$ cat src/rtl/regwr_pkg.sv
// Shared constants for the register-file write arbiter.
// Latency: n/a (package only).
// Backpressure: n/a (package only).
package regwr_pkg;

  // Default build configuration
  localparam int NUM_REQ_DEF = 3;
  localparam int DATA_W_DEF  = 32;
  localparam int ADDR_W_DEF  = 4;

  // Requester IDs as wired at the top level
  localparam int REQ_SALU = 0;
  localparam int REQ_VALU = 1;
  localparam int REQ_MEM  = 2;

  // Width of a requester index; never narrower than one bit
  function automatic int calc_src_w(input int n);
    int w;
    w = $clog2(n);
    return (w < 1) ? 1 : w;
  endfunction

endpackage

$ cat src/rtl/regfile_wr_arbiter_rr_pick.sv
// Combinational round-robin pick: first valid index at or after i_ptr (mod N).
// Latency: zero (pure combinational).
// Backpressure: i_en=0 forces an empty grant.
// Ports: i_valid  request vector
//        i_ptr    highest-priority index this cycle
//        i_en     pick enable
//        o_grant  one-hot grant (or zero)
//        o_idx    encoded grant index (0 when no grant)
//        o_any    a grant was issued
module rr_pick #(
  parameter int N     = 3,
  parameter int IDX_W = 2
) (
  input  logic [N-1:0]     i_valid,
  input  logic [IDX_W-1:0] i_ptr,
  input  logic             i_en,
  output logic [N-1:0]     o_grant,
  output logic [IDX_W-1:0] o_idx,
  output logic             o_any
);

  int   w_k;
  logic w_found;

  // Walk outward from the pointer; the first valid hit wins.
  always_comb begin
    o_grant = '0;
    o_idx   = '0;
    w_found = 1'b0;
    w_k     = 0;
    for (int off = 0; off < N; off++) begin
      w_k = (int'(i_ptr) + off) % N;
      if (i_en && !w_found && i_valid[w_k]) begin
        o_grant[w_k] = 1'b1;
        o_idx        = IDX_W'(w_k);
        w_found      = 1'b1;
      end
    end
  end

  assign o_any = w_found;

endmodule

$ cat src/rtl/regfile_wr_arbiter.sv
// Round-robin arbiter sharing the single register-file write port between NUM_REQ producers.
// Latency: one cycle from accepted request to the registered wr_en strobe; one write per cycle sustained.
// Backpressure: stall (or reset) drops every req_ready combinationally; requesters hold until accepted.
// Ports: clk/reset (async, active-high); stall; req_valid/req_ready/req_addr/req_data (packed per requester);
//        wr_en/wr_addr/wr_data/wr_src registered write port; contention = >=2 valid last unstalled cycle.
// Option: define REGWR_ZERO_GUARD_EN to suppress the write strobe for address 0 (handshake still completes).
module regfile_wr_arbiter
  import regwr_pkg::*;
#(
  parameter  int NUM_REQ = NUM_REQ_DEF,
  parameter  int DATA_W  = DATA_W_DEF,
  parameter  int ADDR_W  = ADDR_W_DEF,
  localparam int SRC_W   = calc_src_w(NUM_REQ)
) (
  input  logic                      clk,
  input  logic                      reset,
  input  logic                      stall,
  input  logic [NUM_REQ-1:0]        req_valid,
  output logic [NUM_REQ-1:0]        req_ready,
  input  logic [NUM_REQ*ADDR_W-1:0] req_addr,
  input  logic [NUM_REQ*DATA_W-1:0] req_data,
  output logic                      wr_en,
  output logic [ADDR_W-1:0]         wr_addr,
  output logic [DATA_W-1:0]         wr_data,
  output logic [SRC_W-1:0]          wr_src,
  output logic                      contention
);

  logic [SRC_W-1:0]   r_ptr;
  logic [NUM_REQ-1:0] w_grant;
  logic [SRC_W-1:0]   w_idx;
  logic               w_any;
  logic               w_pick_en;
  logic [ADDR_W-1:0]  w_sel_addr;
  logic [DATA_W-1:0]  w_sel_data;
  logic [SRC_W-1:0]   w_ptr_nxt;
  logic               w_wr_go;
  logic               w_multi;

  // Ready must be low while reset is held, even though the pointer is already cleared.
  assign w_pick_en = ~stall & ~reset;

  rr_pick #(
    .N     (NUM_REQ),
    .IDX_W (SRC_W)
  ) u_pick (
    .i_valid (req_valid),
    .i_ptr   (r_ptr),
    .i_en    (w_pick_en),
    .o_grant (w_grant),
    .o_idx   (w_idx),
    .o_any   (w_any)
  );

  assign req_ready  = w_grant;
  assign w_sel_addr = req_addr[int'(w_idx)*ADDR_W +: ADDR_W];
  assign w_sel_data = req_data[int'(w_idx)*DATA_W +: DATA_W];
  // Explicit modulo so non-power-of-two requester counts wrap to 0.
  assign w_ptr_nxt  = SRC_W'((int'(w_idx) + 1) % NUM_REQ);
  assign w_multi    = ($countones(req_valid) >= 2);

`ifdef REGWR_ZERO_GUARD_EN
  // Register 0 is hardwired to zero: accept the request but never strobe it.
  assign w_wr_go = w_any & (w_sel_addr != '0);
`else
  assign w_wr_go = w_any;
`endif

  always_ff @(posedge clk or posedge reset) begin
    if (reset) begin
      r_ptr      <= '0;
      wr_en      <= 1'b0;
      wr_addr    <= '0;
      wr_data    <= '0;
      wr_src     <= '0;
      contention <= 1'b0;
    end else begin
      if (w_any) begin
        r_ptr <= w_ptr_nxt;
      end
      wr_en <= w_wr_go;
      if (w_wr_go) begin
        wr_addr <= w_sel_addr;
        wr_data <= w_sel_data;
        wr_src  <= w_idx;
      end
      contention <= ~stall & w_multi;
    end
  end

endmodule

$ cat config.mk
export PLATFORM = sky130hd
export DESIGN_NAME = regfile_wr_arbiter
export DESIGN_NICKNAME = d
export VERILOG_FILES = /design/src/rtl/regwr_pkg.sv /design/src/rtl/regfile_wr_arbiter_rr_pick.sv /design/src/rtl/regfile_wr_arbiter.sv
export SDC_FILE = /design/constraint.sdc
export NUM_CORES = 1
export LEC_CHECK = 0
export CAP_MARGIN = 20
export CORE_MARGIN = 10
export CORE_UTILIZATION = 37
export DETAILED_ROUTE_END_ITERATION = 10
export PLACE_DENSITY = 0.81
export SLEW_MARGIN = 20
export SYNTH_ARGS = -nofsm -noshare
export SYNTH_HDL_FRONTEND = slang
export SYNTH_SLANG_ARGS = --single-unit
$ cat constraint.sdc
create_clock -name clk -period 2.95 [get_ports clk]
set_clock_uncertainty 0.2 [all_clocks]
set_input_delay 0.59 -clock clk [delete_from_list [all_inputs] [get_ports clk]]
set_output_delay 0.59 -clock clk [all_outputs]
set_load 0.05 [all_outputs]
==> out/qor.txt, run 1 <==
Worst-Skew Late Latency: 290 ps
Count of antenna-violating nets left after detailed routing: 0
Highest net fanout along the worst path: 6
Antenna violations before repair: 0
TritonCTS clock tree: yes
Post-synth EDFFs: 0
Fraction of the mapped netlist area in adder cells: 2.48%
Maximum number of buffers from clock root to sink: 2
Hold slack: 281 ps
Final hold violation count: 0
Clock slew at the register clock pins of the worst setup and hold paths: 80 ps
Final Power: 4.60 mW
Largest net degree at the start of global routing: 43
Met1 routed wirelength after detailed routing: 3610 um
Worst-case setup slack after placement: -218 ps
Starting density of the core: 37.6%
Data arrival time of the critical path: 2150 ps
Die Height: 103 um
Hold crit path type: reg2reg
Final count of negative-setup-slack endpoints: 0
Sequential cell area: 1050 um2
Synthesis-to-finish area growth: 82.0%
Post-CTS Hold Fix Bufs: 0
Die Outline Area: 10500 um2
Sum of negative setup slack: 0 ps
Static leakage: 2.05 nW
Placeable core area: 6720 um2
Power per cell area: 1000 nW/um2
Placer's final routability congestion estimate: 0.937
Most used DFF post-synth: sky130_fd_sc_hd__dfrtp_1
Largest family of logic cells by synthesized area: compound AO/OA/AOI/OAI gates
Wire length on met2: 4920 um
Data required time of the worst path: 2160 ps
Via count of the first global-routing pass: 2928
Placement row count: 30
Number of nets in the layout: 544
Ratio of final minimum period to clock period: 99.6%
Reported max-cap violation count: 0
Proportion of synthesized flip-flops having asynchronous set or reset: 100%
Final setup margin: 12.4 ps
Drt wl/cell: 19.2 um
Portion of netlist area occupied by mux cells: 14.8%
Detailed-router iteration count before antenna repair: 4
Number of design-rule violations left by the first detailed-router iteration: 85
Top layer reached by signal wires: met4
Synthesized net count: 371
Sum of routed wire length over all layers: 9720 um
Global-route wire length before repair: 14500 um
Portion of the post-synthesis area used by sequential elements: 41.6%
Transition time of the tightest slew-check pin: 558 ps
Detail-routed via count per cell: 5.36
Avg Inst Size Synth: 10.0 um2
Peak Freq: 340 MHz
Area of combinational cells with multiple inputs: 1470 um2
Synthesized-area fraction occupied by ao, oa, aoi and oai cells: 20.3%
Crit start category: register
Routed met3 length: 1050 um
Cell area after technology mapping: 2520 um2
Port buffer count: 156
Crit path kind: reg2out
Proportion of layout cells with a drive suffix above 1: 16.4%
Number of levels the H-tree was split into: 2
GRT Residual Overflow: 0
Placed wire-length estimate: 7390 um
Max Transition Viols Final: 0
Final routed DRC violation total: 0
Number of register bits inferred by synthesis: 42
Total via count after detailed routing: 2714
Unique masters post-synth: 46
Area contributors post-synth: sky130_fd_sc_hd__dfrtp_1, sky130_fd_sc_hd__mux2i_1, sky130_fd_sc_hd__o211ai_1
GRT Resource Usage Total: 17.2%
Clock sinks: 42
Die Width: 103 um
Fill cell count: 529
Post-synthesis share of cell area spent on xor and xnor gates: 0%
Result of the run: complete, no violations
Fraction of the mapped netlist area in simple logic gates: 14.4%
Worst vdd rail ir drop: 524 uV
Antenna fix cells: 0
Synth area leader: sky130_fd_sc_hd__dfrtp_1
CTS root buf: sky130_fd_sc_hd__clkbuf_8
Setup repair after global routing missed its margin: yes
Num ports: 157
Share of the synthesized area in the top cell type: 41.6%
YS warnings: 0
Number of buffers created by CTS: 5
Crit path capture type: output port
Post-Syn Instances: 252
Max-slew headroom: 62.7%
Clock period minus final worst setup slack: 2940 ps
registers in the layout (all words and copies together), names as in the netlist:
register    flops
contention      1
r_ptr           2
wr_addr         4
wr_data        32
wr_en           1
wr_src          2
cells by family (layout without fill, tap and decap cells):
| logic type | after synthesis | after routing |
|---|---|---|
| muxes | 37 | 37 |
| adders and majority gates | 5 | 5 |
| buffers and inverters | 26 | 200 |
| DFF | 42 | 42 |
| AOI/OAI and AO/OA | 70 | 70 |
| and+or+nand+nor | 72 | 72 |
power by group:
group / switching [mW] / internal, mW
Combinational: 1.97 / 1.25
Clock: 0.203 / 0.167
Sequential: 0.155 / 0.856
Total: 2.33 / 2.27
layout by cell type, fill, tap and decap left out, drive strengths merged, types with 2 or more instances in the layout:
cell,Yosys,layout
clkdlybuf4s50,0,149
dfrtp,42,42
mux2i,37,37
buf,18,33
nand2,30,30
nand3,26,26
o211ai,25,25
o21ai,17,17
a22oi,11,11
clkbuf,2,6
a21oi,5,5
inv,5,5
ha,5,5
dlygate4sd2,0,4
nand2b,3,3
clkinv,1,3
nor2,3,3
a31oi,2,2
a21o,2,2
worst max-delay path, stage by stage, from the launching register on:
cell and delay (ps):
sky130_fd_sc_hd__dfrtp_1 410, sky130_fd_sc_hd__buf_4 140, sky130_fd_sc_hd__ha_2 220, sky130_fd_sc_hd__nand3b_1 260, sky130_fd_sc_hd__buf_4 190, sky130_fd_sc_hd__a41oi_2 230, sky130_fd_sc_hd__o21ai_2 100, sky130_fd_sc_hd__buf_4 150
sky130_fd_sc_hd__buf_12 140
cell usage after synthesis, types with 2 or more instances:
cell,n
sky130_fd_sc_hd__o211ai_1,25
sky130_fd_sc_hd__a21o_1,2
sky130_fd_sc_hd__mux2i_1,36
sky130_fd_sc_hd__o21ai_1,13
sky130_fd_sc_hd__dfrtp_1,42
sky130_fd_sc_hd__o21ai_0,3
sky130_fd_sc_hd__buf_4,5
sky130_fd_sc_hd__inv_1,5
sky130_fd_sc_hd__clkbuf_1,2
sky130_fd_sc_hd__nand2b_1,2
sky130_fd_sc_hd__nand3_1,25
sky130_fd_sc_hd__a22oi_1,11
sky130_fd_sc_hd__ha_1,5
sky130_fd_sc_hd__nor2_1,2
sky130_fd_sc_hd__a21oi_1,5
sky130_fd_sc_hd__buf_2,9
sky130_fd_sc_hd__nand2_1,30
sky130_fd_sc_hd__buf_6,2
stage by stage:
step | std cells | cell area [um2] | utilization (%)
5_1_grt | 506 | 4590 | 68.4
3_3_place_gp | 489 | 4290 | 63.8
3_5_place_dp | 489 | 4290 | 63.8
4_1_cts | 501 | 4480 | 66.7
2_1_floorplan | 252 | 2520 | -
6_report | 506 | 4590 | 68.4
cell type report:
| cell class | count | share of cell area [%] |
|---|---|---|
| Inverter | 6 | 0.517 |
| Multi-Input combinational cell | 184 | 31.9 |
| Sequential cell | 42 | 22.9 |
| Clock buffer | 6 | 1.58 |
| Timing Repair Buffer | 186 | 40.6 |
| Clock inverter | 2 | 0.300 |
| Tap cell | 80 | 2.18 |
path summary, 6_finish.rpt:
kind	from	end	slack (ps)	depth (start not counted)
max	r_ptr[0]$_DFFE_PP0P_	req_ready[1]	10	8
min	wr_src[0]$_DFFE_PP0P_	wr_src[0]$_DFFE_PP0P_	280	1
max reg2reg	r_ptr[0]$_DFFE_PP0P_	wr_data[19]$_DFFE_PP0P_	150	11
min reg2reg	wr_src[0]$_DFFE_PP0P_	wr_src[0]$_DFFE_PP0P_	280	1
max in group asynchronous	reset	r_ptr[1]$_DFFE_PP0P_	1450	4
min in group asynchronous	reset	contention$_DFF_PP0_	680	4
per-layer routing:
metal	track usage, %	vias to the layer above
met5	0	-
met4	4.23	0
met3	7.10	10
met2	30.6	120
met1	18.4	1308
li1	-	1276
timing repair:
item / in CTS / in global routing
setup buffers: 4 / 5
setup endpoints to repair: 13 / 3
pin swaps: 3 / 9
resized for setup: 23 / 15
endpoints found under the hold margin: 0 / 0
(Power assumes the default switching activity.)
==> run 2: changes to the inputs <==
--- a/config.mk
+++ b/config.mk
@@ -10,7 +10,7 @@
 export CORE_UTILIZATION = 37
 export DETAILED_ROUTE_END_ITERATION = 10
 export PLACE_DENSITY = 0.81
-export SLEW_MARGIN = 20
+export SLEW_MARGIN = 5
 export SYNTH_ARGS = -nofsm -noshare
 export SYNTH_HDL_FRONTEND = slang
 export SYNTH_SLANG_ARGS = --single-unit
==> results of run 2 <==
The final DEF is identical to that of run 1; final timing and power are the same.
==> run 3: changes to the inputs <==
--- a/config.mk
+++ b/config.mk
@@ -6,7 +6,7 @@
 export NUM_CORES = 1
 export LEC_CHECK = 0
 export CAP_MARGIN = 20
-export CORE_MARGIN = 10
+export CORE_MARGIN = 2
 export CORE_UTILIZATION = 37
 export DETAILED_ROUTE_END_ITERATION = 10
 export PLACE_DENSITY = 0.81
==> out/qor.txt, run 3 (synthesis results as in run 1) <==
Final setup margin: 43.3 ps (+30.8 ps)
GRT Residual Overflow: 0 (unchanged)
Final count of negative-setup-slack endpoints: 0 (unchanged)
Number of nets in the layout: 541 (-0.55%)
Crit start category: register
Biggest registers after layout: wr_data x32, wr_addr x4
Setup repair after global routing missed its margin: yes
Placeable core area: 6680 um2 (-0.56%)
Die Outline Area: 7500 um2 (-29%)
Net switching share of the total power: 48.0% (-2.6 points)
Leading cell type in the layout, fill and taps excluded: sky130_fd_sc_hd__clkdlybuf4s50_1
CTS root buf: sky130_fd_sc_hd__clkbuf_8
Synthesis-to-finish area growth: 79.7%
Port buffer count: 156 (unchanged)
Area of combinational cells with multiple inputs: 1390 um2 (-5.2%)
Maximum number of buffers from clock root to sink: 2 (unchanged)
Hold depth: 1 (unchanged)
Data required time of the worst path: 2160 ps (about the same)
Clk pwr share: 11.7% (+3.6 points)
Placement row count: 30 (unchanged)
Transition time of the tightest slew-check pin: 546 ps (-12.3 ps)
Placed wire-length estimate: 6030 um (-18%)
Logic gate share of total power: 66.9% (-3.1 points)
Post-Layout Inst Area: 4540 um2 (-1.3%)
Proportion of layout cells with a drive suffix above 1: 14.4% (-2.0 points)
Reported max-cap violation count: 0 (unchanged)
Startpoint of the most critical register-to-register path: r_ptr[1]$_DFFE_PP0P_
Antenna fix cells: 0 (unchanged)
Final standard cell count with taps included and fillers excluded: 503 (-0.59%)
Max Transition Viols Final: 0 (unchanged)
Placed insts: 488 (-0.20%)
GRT Resource Usage Total: 20.7% (+3.5 points)
Placer's final routability congestion estimate: 1.00 (+7.3%)
End point of the worst hold path: wr_src[0]$_DFFE_PP0P_
Max reg flops: 32 (unchanged)
Clock period minus final worst setup slack: 2910 ps (-30.8 ps)
Most flops, register: wr_data
Ratio of final minimum period to clock period: 98.5% (-1.0 points)
Clock slew at the register clock pins of the worst setup and hold paths: 90 ps (about the same)
Crit path capture type: output port
Max-slew headroom: 63.5% (+0.82 points)
Starting density of the core: 37.8% (+0.21 points)
Hold slack: 298 ps (+16.3 ps)
Detailed-router iteration count before antenna repair: 4 (unchanged)
Hold crit path type: reg2reg
Data arrival time of the critical path: 2120 ps (-30 ps)
Num ports: 157 (unchanged)
Number of design-rule violations left by the first detailed-router iteration: 104 (+22%)
Critical Path Max Stage Delay: 450 ps (+40 ps)
Crit path kind: reg2out
Reg-to-reg slack, setup: 310 ps (+160 ps)
Most used cells in the layout excluding fill and tap cells: sky130_fd_sc_hd__clkdlybuf4s50_1, sky130_fd_sc_hd__dfrtp_1, sky130_fd_sc_hd__mux2i_1
Static leakage: 2.05 nW (about the same)
Cells along the critical path: ha_4 -> nor2b_2 -> a211oi_2 -> buf_4 -> o2111a_2 -> a31oi_1 -> nand2_1 -> buf_12
Result of the run: complete, no violations
Fill cell count: 555 (+4.9%)
Total via count after detailed routing: 2637 (-2.8%)
Count of antenna-violating nets left after detailed routing: 0 (unchanged)
Startpoint of the most critical hold path: wr_src[0]$_DFFE_PP0P_
Endpoint of the lowest-slack register-to-register path: wr_addr[2]$_DFFE_PP0P_
Via count of the first global-routing pass: 2702 (-7.7%)
Clock sinks: 42 (unchanged)
Peak Freq: 344 MHz (+1.1%)
Post-CTS Hold Fix Bufs: 0 (unchanged)
Cell type of the slowest stage on the worst timing path: sky130_fd_sc_hd__dfrtp_2
Detail-routed via count per cell: 5.24 (-2.3%)
Antenna violations before repair: 0 (unchanged)
Total placed instance area: 4270 um2 (-0.47%)
Number of buffers created by CTS: 5 (unchanged)
Number of levels the H-tree was split into: 2 (unchanged)
Worst-case setup slack after placement: -122 ps (+95.4 ps)
Sum of negative setup slack: 0 ps (unchanged)
Die Height: 86.6 um (-16%)
Largest net degree at the start of global routing: 43 (unchanged)
Power per cell area: 1030 nW/um2 (+2.9%)
Proportion of power drawn by flip-flops and latches: 21.5% (-0.5 points)
Worst vdd rail ir drop: 573 uV (+9.4%)
Switching power of the nets: 2.24 mW (-3.5%)
Worst-Skew Late Latency: 290 ps (about the same)
Final routed DRC violation total: 0 (unchanged)
Sum of routed wire length over all layers: 7960 um (-18%)
Global-route wire length before repair: 12600 um (-13%)
Drt wl/cell: 15.8 um (-18%)
Internal power contribution: 2.43 mW (+7.0%)
Sequential cell area: 1050 um2 (unchanged)
Die Width: 86.6 um (-16%)
Reg2Reg Depth: 10 (-1)
Highest net fanout along the worst path: 6 (unchanged)
Final hold violation count: 0 (unchanged)
TritonCTS clock tree: yes
[run 3: what timing repair did]
action,CTS,global route
pin swaps,1,6
buffers inserted,3,4
endpoints found under the setup margin,3,3
resized for setup,13,12
[run 3: worst max-delay path by stage]
stage | from | endpoint | slack [ps]
5_1_grt | r_ptr[0]$_DFFE_PP0P_ | req_ready[2] | -70
3_3_place_gp | req_valid[1] | req_ready[0] | -60
2_1_floorplan | r_ptr[0]$_DFFE_PP0P_ | req_ready[0] | -360
6_report | r_ptr[1]$_DFFE_PP0P_ | req_ready[2] | 40
3_5_place_dp | req_valid[1] | wr_data[9]$_DFFE_PP0P_ | -120
4_1_cts | r_ptr[0]$_DFFE_PP0P_ | req_ready[0] | -6
[run 3: cell type report]
type | count | share of cell area (%)
Inverter | 6 | 0.524
Timing Repair Buffer | 183 | 40.4
Clock buffer | 5 | 1.52
Tap cell | 80 | 2.21
Clock inverter | 3 | 1.52
Sequential cell | 42 | 23.2
Multi-Input combinational cell | 184 | 30.6
[run 3: per-stage QoR]
stage                     total power [mW]  utilization, %
after floorplan                       2.92               -
after global placement                3.91            63.9
after detailed placement              3.98            63.9
after CTS                             4.59            66.7
after global routing                  4.92            67.9
final                                 4.67            67.9
[run 3: metal layers]
layer | GRT usage, % | vias up | part of all wire [%]
li1 | - | 1273 | -
met2 | 38.1 | 98 | 52
met5 | 0 | - | 0
met4 | 2.84 | 0 | 0.82
met3 | 4.57 | 10 | 6.5
met1 | 25.4 | 1256 | 41
[run 3: power by group through the flow]
| stage | combinational [mW] | clock, mW | sequential (mW) |
|---|---|---|---|
| after global routing | 3.31 | 0.577 | 1.04 |
| final | 3.12 | 0.545 | 1.00 |
| after CTS | 3.03 | 0.559 | 1.00 |
| after floorplan | 1.02 | 0 | 1.91 |
| after global placement | 2.91 | 0 | 1.00 |
| after detailed placement | 2.96 | 0 | 1.01 |
[run 3: worst max-delay path, delay by kind of cell, from the launching register on]
kind	cells	cell delay [ps]
flip-flops	1	450
buffers and inverters	2	340
AO/OA/AOI/OAI	3	490
adder cells (fa/ha/maj)	1	280
AND/OR/NAND/NOR	2	270
